**src/rtl/claw_motion_ctrl.sv**
```systemverilog
// Claw swing-angle and rope-length controller, stepped once per video frame.
// Optional macro CLAW_EMPTY_BOOST_EN doubles the retract step after an empty (max-length) shot.
module claw_motion_ctrl #(
  parameter int unsigned ANGLE_MAX    = 16,
  parameter int unsigned ANGLE_CENTER = 8,
  parameter int unsigned SWING_DIV    = 2,
  parameter int unsigned MIN_LEN      = 16,
  parameter int unsigned MAX_LEN      = 400
) (
  input  logic       clk,
  input  logic       resetN,
  input  logic       startOfFrame,
  input  logic       level_active,
  input  logic       is_enter_pressed,
  input  logic       claw_collision,
  input  logic [3:0] move_speed,
  output logic [4:0] claw_angle,
  output logic [9:0] claw_length,
  output logic       swing_dir,
  output logic       claw_busy,
  output logic       claw_returned
);

  localparam int unsigned ANG_W  = 5;
  localparam int unsigned LEN_W  = 10;
  localparam int unsigned STEP_W = 5;
  localparam int unsigned CNT_W  = (SWING_DIV > 1) ? $clog2(SWING_DIV) : 1;

  localparam logic [ANG_W-1:0] ANG_MAX_V    = ANG_W'(ANGLE_MAX);
  localparam logic [ANG_W-1:0] ANG_CENTER_V = ANG_W'(ANGLE_CENTER);
  localparam logic [LEN_W-1:0] MIN_LEN_V    = LEN_W'(MIN_LEN);
  localparam logic [LEN_W-1:0] MAX_LEN_V    = LEN_W'(MAX_LEN);
  localparam logic [LEN_W:0]   MAX_LEN_W    = (LEN_W+1)'(MAX_LEN);
  localparam logic [LEN_W:0]   MIN_LEN_W    = (LEN_W+1)'(MIN_LEN);
  localparam logic [CNT_W-1:0] CNT_LAST     = CNT_W'(SWING_DIV - 1);

  typedef enum logic [1:0] {
    ST_PARK,
    ST_SWING,
    ST_EXTEND,
    ST_RETRACT
  } state_t;

  state_t             state_q, state_d;
  logic [ANG_W-1:0]   angle_d;
  logic [LEN_W-1:0]   length_d;
  logic               dir_d;
  logic               busy_d;
  logic               returned_d;
  logic [CNT_W-1:0]   swing_cnt_q, swing_cnt_d;
  logic [ANG_W-1:0]   angle_stepped;
  logic [LEN_W:0]     extend_sum;
  logic [STEP_W-1:0]  retract_step;
  logic [LEN_W:0]     retract_floor;
`ifdef CLAW_EMPTY_BOOST_EN
  logic               empty_q, empty_d;
`endif

  // State and output registers
  always_ff @(posedge clk or negedge resetN) begin
    if (!resetN) begin
      state_q       <= ST_PARK;
      claw_angle    <= ANG_CENTER_V;
      claw_length   <= MIN_LEN_V;
      swing_dir     <= 1'b1;
      claw_busy     <= 1'b0;
      claw_returned <= 1'b0;
      swing_cnt_q   <= '0;
`ifdef CLAW_EMPTY_BOOST_EN
      empty_q       <= 1'b0;
`endif
    end else begin
      state_q       <= state_d;
      claw_angle    <= angle_d;
      claw_length   <= length_d;
      swing_dir     <= dir_d;
      claw_busy     <= busy_d;
      claw_returned <= returned_d;
      swing_cnt_q   <= swing_cnt_d;
`ifdef CLAW_EMPTY_BOOST_EN
      empty_q       <= empty_d;
`endif
    end
  end

  // Next-state and next-output logic
  always_comb begin
    state_d     = state_q;
    angle_d     = claw_angle;
    length_d    = claw_length;
    dir_d       = swing_dir;
    returned_d  = 1'b0;
    swing_cnt_d = swing_cnt_q;
`ifdef CLAW_EMPTY_BOOST_EN
    empty_d     = empty_q;
`endif

    // Guarded step keeps the angle inside 0..ANGLE_MAX even from an odd state
    angle_stepped = claw_angle;
    if (swing_dir && (claw_angle < ANG_MAX_V)) begin
      angle_stepped = claw_angle + ANG_W'(1);
    end else if (!swing_dir && (claw_angle != '0)) begin
      angle_stepped = claw_angle - ANG_W'(1);
    end

    extend_sum = {1'b0, claw_length} + (LEN_W+1)'(move_speed);
`ifdef CLAW_EMPTY_BOOST_EN
    retract_step = empty_q ? {move_speed, 1'b0} : STEP_W'(move_speed);
`else
    retract_step = STEP_W'(move_speed);
`endif
    retract_floor = MIN_LEN_W + (LEN_W+1)'(retract_step);

    if (!level_active) begin
      state_d     = ST_PARK;
      angle_d     = ANG_CENTER_V;
      length_d    = MIN_LEN_V;
      dir_d       = 1'b1;
      swing_cnt_d = '0;
`ifdef CLAW_EMPTY_BOOST_EN
      empty_d     = 1'b0;
`endif
    end else begin
      case (state_q)
        ST_PARK: begin
          state_d = ST_SWING;
          dir_d   = 1'b1;
        end

        ST_SWING: begin
          if (is_enter_pressed) begin
            state_d     = ST_EXTEND;
            swing_cnt_d = '0;
          end else if (startOfFrame) begin
            if (swing_cnt_q >= CNT_LAST) begin
              swing_cnt_d = '0;
              angle_d     = angle_stepped;
              if (angle_stepped == ANG_MAX_V) begin
                dir_d = 1'b0;
              end else if (angle_stepped == '0) begin
                dir_d = 1'b1;
              end
            end else begin
              swing_cnt_d = swing_cnt_q + CNT_W'(1);
            end
          end
        end

        ST_EXTEND: begin
          if (claw_collision) begin
            state_d = ST_RETRACT;
`ifdef CLAW_EMPTY_BOOST_EN
            empty_d = 1'b0;
`endif
          end else if (startOfFrame) begin
            if (extend_sum >= MAX_LEN_W) begin
              length_d = MAX_LEN_V;
              state_d  = ST_RETRACT;
`ifdef CLAW_EMPTY_BOOST_EN
              empty_d  = 1'b1;
`endif
            end else begin
              length_d = extend_sum[LEN_W-1:0];
            end
          end
        end

        ST_RETRACT: begin
          if (startOfFrame) begin
            if ({1'b0, claw_length} <= retract_floor) begin
              length_d   = MIN_LEN_V;
              returned_d = 1'b1;
              state_d    = ST_SWING;
            end else begin
              length_d = claw_length - LEN_W'(retract_step);
            end
          end
        end

        default: begin
          state_d = ST_PARK;
        end
      endcase
    end

    busy_d = (state_d == ST_EXTEND) || (state_d == ST_RETRACT);
  end

endmodule

```
**config.mk**
```make
export PLATFORM = sky130hd
export DESIGN_NAME = claw_motion_ctrl
export DESIGN_NICKNAME = d
export VERILOG_FILES = /design/src/rtl/claw_motion_ctrl.sv
export SDC_FILE = /design/constraint.sdc
export NUM_CORES = 1
export LEC_CHECK = 0
export BUFFER_PORTS_ARGS = -buffer_cell sky130_fd_sc_hd__buf_4
export CAP_MARGIN = 30
export CORE_AREA = 2 2 65 67
export CTS_CLUSTER_SIZE = 16
export DETAILED_ROUTE_END_ITERATION = 10
export DIE_AREA = 0 0 67 69
export PLACE_DENSITY = 0.74
export SLEW_MARGIN = 20
export SYNTH_ARGS = -nofsm -noshare
export SYNTH_HDL_FRONTEND = slang
export SYNTH_SLANG_ARGS = --single-unit
```
**constraint.sdc**
```tcl
create_clock -name clk -period 2.6 [get_ports clk]
set_input_delay 0.39 -clock clk [delete_from_list [all_inputs] [get_ports clk]]
set_output_delay 0.39 -clock clk [all_outputs]
set_load 0.02 [all_outputs]
```
### Word level (Yosys, flattened, before mapping)

Index checks and enable logic that the tools add are counted.

| word-level totals | value |
|---|---|
| bits in latches | 0 |
| RAM bits | 0 |
| memories kept | 0 |
| flip-flop bits (word level) | 21 |
| bits in read-only memories | 0 |
| output and inout bits | 18 |
| input bits | 10 |

| operators by class | value |
|---|---|
| reduce and logical (&&, ||, !) cells | 11 |
| bitwise gates (word level) | 0 |
| multiply operators | 0 |
| $lt $le $gt $ge | 4 |
| div/mod/pow operators | 0 |
| eq/ne operators | 20 |
| shift operators | 0 |
| add/sub/neg operators | 6 |
| muxes and demuxes | 38 |

Operators with widths:

| cell | count |
|---|---|
| $mux W10 | 6 |
| $mux W5 | 7 |
| $pmux W10 S2 | 1 |
| $ne A3 B3 Y1 const B | 6 |
| $mux W1 | 15 |
| $mux W2 | 7 |
| $add A10 B4 Y11 | 1 |
| $ge A11 B9 Y1 const B | 1 |
| $le A10 B6 Y1 | 1 |
| $sub A10 B4 Y10 | 1 |
| $eq A2 B2 Y1 const B | 4 |
| $pmux W2 S4 | 1 |
| $reduce_and A4 Y1 | 2 |
| $add A5 B4 Y6 const A | 1 |
| $ne A3 B1 Y1 const B | 2 |
| $add A5 B1 Y5 const B | 1 |
| $eq A5 B5 Y1 const B | 1 |
| $logic_not A5 Y1 | 1 |
| $lt A5 B5 Y1 const B | 1 |
| $reduce_and A5 Y1 | 1 |
| $reduce_bool A5 Y1 | 1 |
| $sub A5 B1 Y5 const B | 1 |
| $ne A2 B1 Y1 const B | 2 |
| $ne A2 B2 Y1 const B | 2 |
| 11 further kinds | 12 |

### Longest topological paths before layout

| depth | value |
|---|---|
| depth in word-level cells | 12 |
| depth in mapped cells | 11 |

### Least setup slack after synthesis

OpenSTA, ideal clock, no wires.

| timing | value |
|---|---|
| path kind | reg-to-reg |
| from | reg claw_length[0] |
| to | reg claw_length[2] |
| required time | 2.534 ns |
| data arrival time | 2.534 ns |
| clock period less this slack | 2.600 ns |
| setup slack | 0.000 ns |
| cell stages (with the launch flop) | 12 |
| cell sequence | dfrtp_1 inv_1 ha_1 fa_1 nor2b_1 o21ai_0 a21o_1 a21oi_1 clkbuf_1 nand2_1 nor3_1 a221o_1 |

| between the ends | value |
|---|---|
| word-level cells in the longest chain between the ends | 7 |
| elaborated cells between the ends (all ways) | 11 |

Ends and longest elaborated chain:

| what | line | source |
|---|---|---|
| start: declaration | 18 | `output logic [9:0] claw_length,` |
| start signal: assignment | 75 | `claw_length <= length_d;` |
| $add A10 B4 Y11 | 106 | `extend_sum = {1'b0, claw_length} + (LEN_W+1)'(move_speed);` |
| $ge A11 B9 Y1 | 156 | `if (extend_sum >= MAX_LEN_W) begin` |
| $mux W10 | 156 |  |
| $mux W10 | 155 | `end else if (startOfFrame) begin` |
| $mux W10 | 150 | `if (claw_collision) begin` |
| $pmux W10 S2 * | 124 | `case (state_q)` |
| $mux W10 * | 114 | `if (!level_active) begin` |

Mark *: on every way between the ends. The rest lies on a longest branch, timed or not. The select of a mux whose other input is x is not followed.
A chain may end at the register's enable or synchronous reset.

### Final worst setup path

| timing | value |
|---|---|
| from | reg claw_length[2] |
| to | reg claw_length[6] |

Same word-level chain as after synthesis.

==> reports/qor.csv <==
stage,metric,value,unit
worst_hold_path,Hold Crit Class,primary input to register,
synthesis,mean post-synth cell area,7.93,sq um
route,# DRC,0,
timing,final hold vios,0,
layout,Fillers,330,
timing,period utilization,99.4,%
global_routing,GR Util met2,37.8,%
timing,endpoints failing setup,0,
cts,CTS max path bufs,2,
cts,Clock transition at path regs,0.09,ns
power_and_ir_drop,pwr dens,324,nW/um^2
timing,Final Slew Violations,0,
global_routing,grt met1 use,33.5,%
global_routing,GRT Util Overall,23.5,%
global_routing,met3 global-route usage,2.61,%
route,final wirelength,5310,um
layout,area occupied by multi-input gates,1390,sq um
synthesis,Post-synth ARST share,100,%
synthesis,Post-synth EDFFs,0,
timing,Slew headroom,56.3,%
placement,pre-CTS WS,-0.109,ns
cts,Root Driver,clkbuf_8,
timing,Final Skew,0.0102,ns
timing,post-layout min period,2.58,ns
placement,post-DP HPWL,3800,um
global_routing,Most Crowded Layer GR,met2,
route,antenna violation net count after detailed routing,0,
synthesis,Synthesized Nets,268,
synthesis,Yosys reg bits,21,
critical_path,WP data required,2.79,ns
job,max_cap viols,0,
route,vias per cell,5.91,
synthesis,Main synth FF type,dfrtp_1,
timing,Fmax,387,MHz
die,Die Wd,67,um
global_routing,first-pass GRT wire length,8710,um
global_routing,largest net degree at the start of global routing,22,
cts,Sinks on Clock Net,21,
timing,Fin Setup TNS,0,ns
synthesis,gate count of the mapped netlist,246,
cts,TritonCTS buffer count,3,
timing,setup ws final,0.0160,ns
global_routing,vias in the first global route,1864,
cts,clock latency on the worst-skew pair,0.27,ns
layout,fraction of layout cells with a size suffix above 1,27.0,%
placement,PortBufs,27,
synthesis,Ys Warns,0,
route,Via Count,2045,
critical_path,WS Path Type,register to register,
synthesis,synthesized area,1950,sq um
cts,htree depth,1,
cts,CTS tree,built,
die,# IOs,28,
layout,P&R area growth vs syn,29.5,%
global_routing,initial antenna violation count,0,
layout,antenna diode count,0,
timing,RSZ-0062 raised after global routing,yes,
critical_path,CP Data Arrival Time,2.77,ns
die,Die ar.,4620,sq um
die,initial core utilization,49.8,%
global_routing,GRT overflow,0,
die,Rows,23,
synthesis,sequential share of the synthesized area,27.1,%
critical_path,worst-path fanout max,3,
route,DRT iter0 DRCs,99,
outcome,outcome,completed,
placement,Routability Congestion,0.942,
synthesis,Yosys cell types,57,
route,DR pass1 iterations,5,
layout,FF+latch area,531,sq um
layout,nets,319,
critical_path,crit start category,register,
critical_path,crit path capture type,register,
route,DR WL/cell,15.4,um
power_and_ir_drop,Max IR drop VDD,0.000177,V
timing,Worst-Margin Slew,0.653,ns
die,Core Area,3910,sq um
die,Die Y,69,um
power_and_ir_drop,Lkg Pwr,1.12,nW
==> logic make-up (layout without fill, tap and decap cells) <==
kind of cell	Yosys count	count (layout)	synth area share, %
AOI/OAI and AO/OA	90	90	31.9
xor gates and xnor gates	4	4	1.80
adders and majority gates	12	12	8.47
buffers and inverters	28	78	5.45
DFF	21	21	27.1
muxes	6	6	3.14
and+or+nand+nor	85	85	22.1
==> flip-flops by register name (all words and copies together) (netlist names) <==
register / flops
swing_cnt_q: 1
claw_angle: 5
claw_busy: 1
swing_dir: 1
state_q: 2
claw_returned: 1
claw_length: 10
==> layer usage <==
| layer | vias up | routed length [um] |
|---|---|---|
| met3 | 4 | 284 |
| met4 | 0 | 38 |
| met1 | 952 | 2360 |
| li1 | 1016 | - |
| met5 | - | 0 |
| met2 | 73 | 2630 |
==> power breakdown <==
part	internal, mW	switching, mW
Sequential	0.343	0.0143
Clock	0.107	0.117
Combinational	0.102	0.136
Total	0.552	0.267
==> final cells by class <==
| class | instances | area share (%) |
|---|---|---|
| clock buffer | 3 | 1.63 |
| clock inverter | 1 | 0.198 |
| inverter | 18 | 2.77 |
| multi-input combinational | 197 | 55.0 |
| sequential | 21 | 21.0 |
| tap | 50 | 2.48 |
| timing repair buffer | 56 | 16.9 |
==> path summary, 6_finish.rpt <==
check / startpoint / endpoint / slack [ns] / cells past startpoint
worst max register to register: claw_length[2]$_DFFE_PN0P_ / claw_length[6]$_DFFE_PN0P_ / 0.02 / 9
worst max-delay path: claw_length[2]$_DFFE_PN0P_ / claw_length[6]$_DFFE_PN0P_ / 0.02 / 9
worst min-delay path: level_active / claw_angle[3]$_DFFE_PN1P_ / 0.33 / 2
min in group asynchronous: resetN / claw_busy$_DFF_PN0_ / 0.55 / 2
worst min register to register: state_q[1]$_DFF_PN0_ / state_q[0]$_DFF_PN0_ / 0.57 / 1
max in group asynchronous: resetN / swing_dir$_DFFE_PN1P_ / 1.76 / 2
==> critical path, stage by stage (launching register included) <==
cell and delay [ns]:
dfrtp_1 0.42, ha_4 0.30, inv_4 0.05, a221oi_4 0.35, mux2i_1 0.15, nor4b_2 0.32
o31ai_1 0.13, buf_4 0.15, or4_4 0.51, o211ai_1 0.11
==> synthesized netlist by cell type (5+ instances only) <==
| library cell | n | area [sq um] |
|---|---|---|
| a211oi_1 | 7 | 52.6 |
| a21oi_1 | 20 | 100 |
| a31oi_1 | 6 | 37.5 |
| clkbuf_1 | 8 | 30.0 |
| dfrtp_1 | 18 | 450 |
| ha_1 | 10 | 125 |
| inv_1 | 17 | 63.8 |
| mux2i_1 | 5 | 50.1 |
| nand2_1 | 20 | 75.1 |
| nand3_1 | 6 | 30.0 |
| nor2_1 | 21 | 78.8 |
| nor2b_1 | 10 | 62.6 |
| nor3_1 | 9 | 45.0 |
| o21ai_0 | 15 | 75.1 |
==> what timing repair did <==
item | in CTS | in global routing
hold endpoints to repair | 11 | 0
pin swaps | 1 | 7
endpoints found under the setup margin | 1 | 9
gates cloned | 0 | 1
hold buffers | 1 | 0
resized for setup | 4 | 16
setup buffers | 1 | 3
==> through the flow <==
stage	instances	hold slack [ns]	instance area, sq um	util (%)	power, mW
2_1_floorplan	246	0.0944	1950	-	0.497
3_3_place_gp	336	0.291	2350	60.0	0.582
3_5_place_dp	336	0.297	2350	60.0	0.585
4_1_cts	342	0.329	2440	62.3	0.815
5_1_grt	346	0.362	2530	64.5	0.865
6_report	346	0.334	2530	64.5	0.819
==> cells in the final DEF (no fill, tap or decap), types with 3 or more instances in the layout <==
| cell type | n |
|---|---|
| inv_1 | 17 |
| o21a_1 | 4 |
| clkbuf_8 | 3 |
| a211oi_1 | 6 |
| nand3_1 | 6 |
| o31ai_1 | 3 |
| mux2i_1 | 5 |
| nor2b_1 | 9 |
| ha_1 | 5 |
| o21bai_1 | 4 |
| nor3_1 | 9 |
| nor2_1 | 21 |
| a31oi_1 | 6 |
| nand2_1 | 20 |
| nand2b_1 | 3 |
| dfstp_2 | 3 |
| o311a_1 | 3 |
| a21boi_0 | 4 |
| ha_4 | 3 |
| xnor2_1 | 4 |
| buf_4 | 52 |
| dfrtp_1 | 17 |
| a211o_1 | 3 |
| a21oi_1 | 19 |
| o21ai_0 | 14 |
| o211ai_1 | 4 |
(Power assumes the default switching activity.)
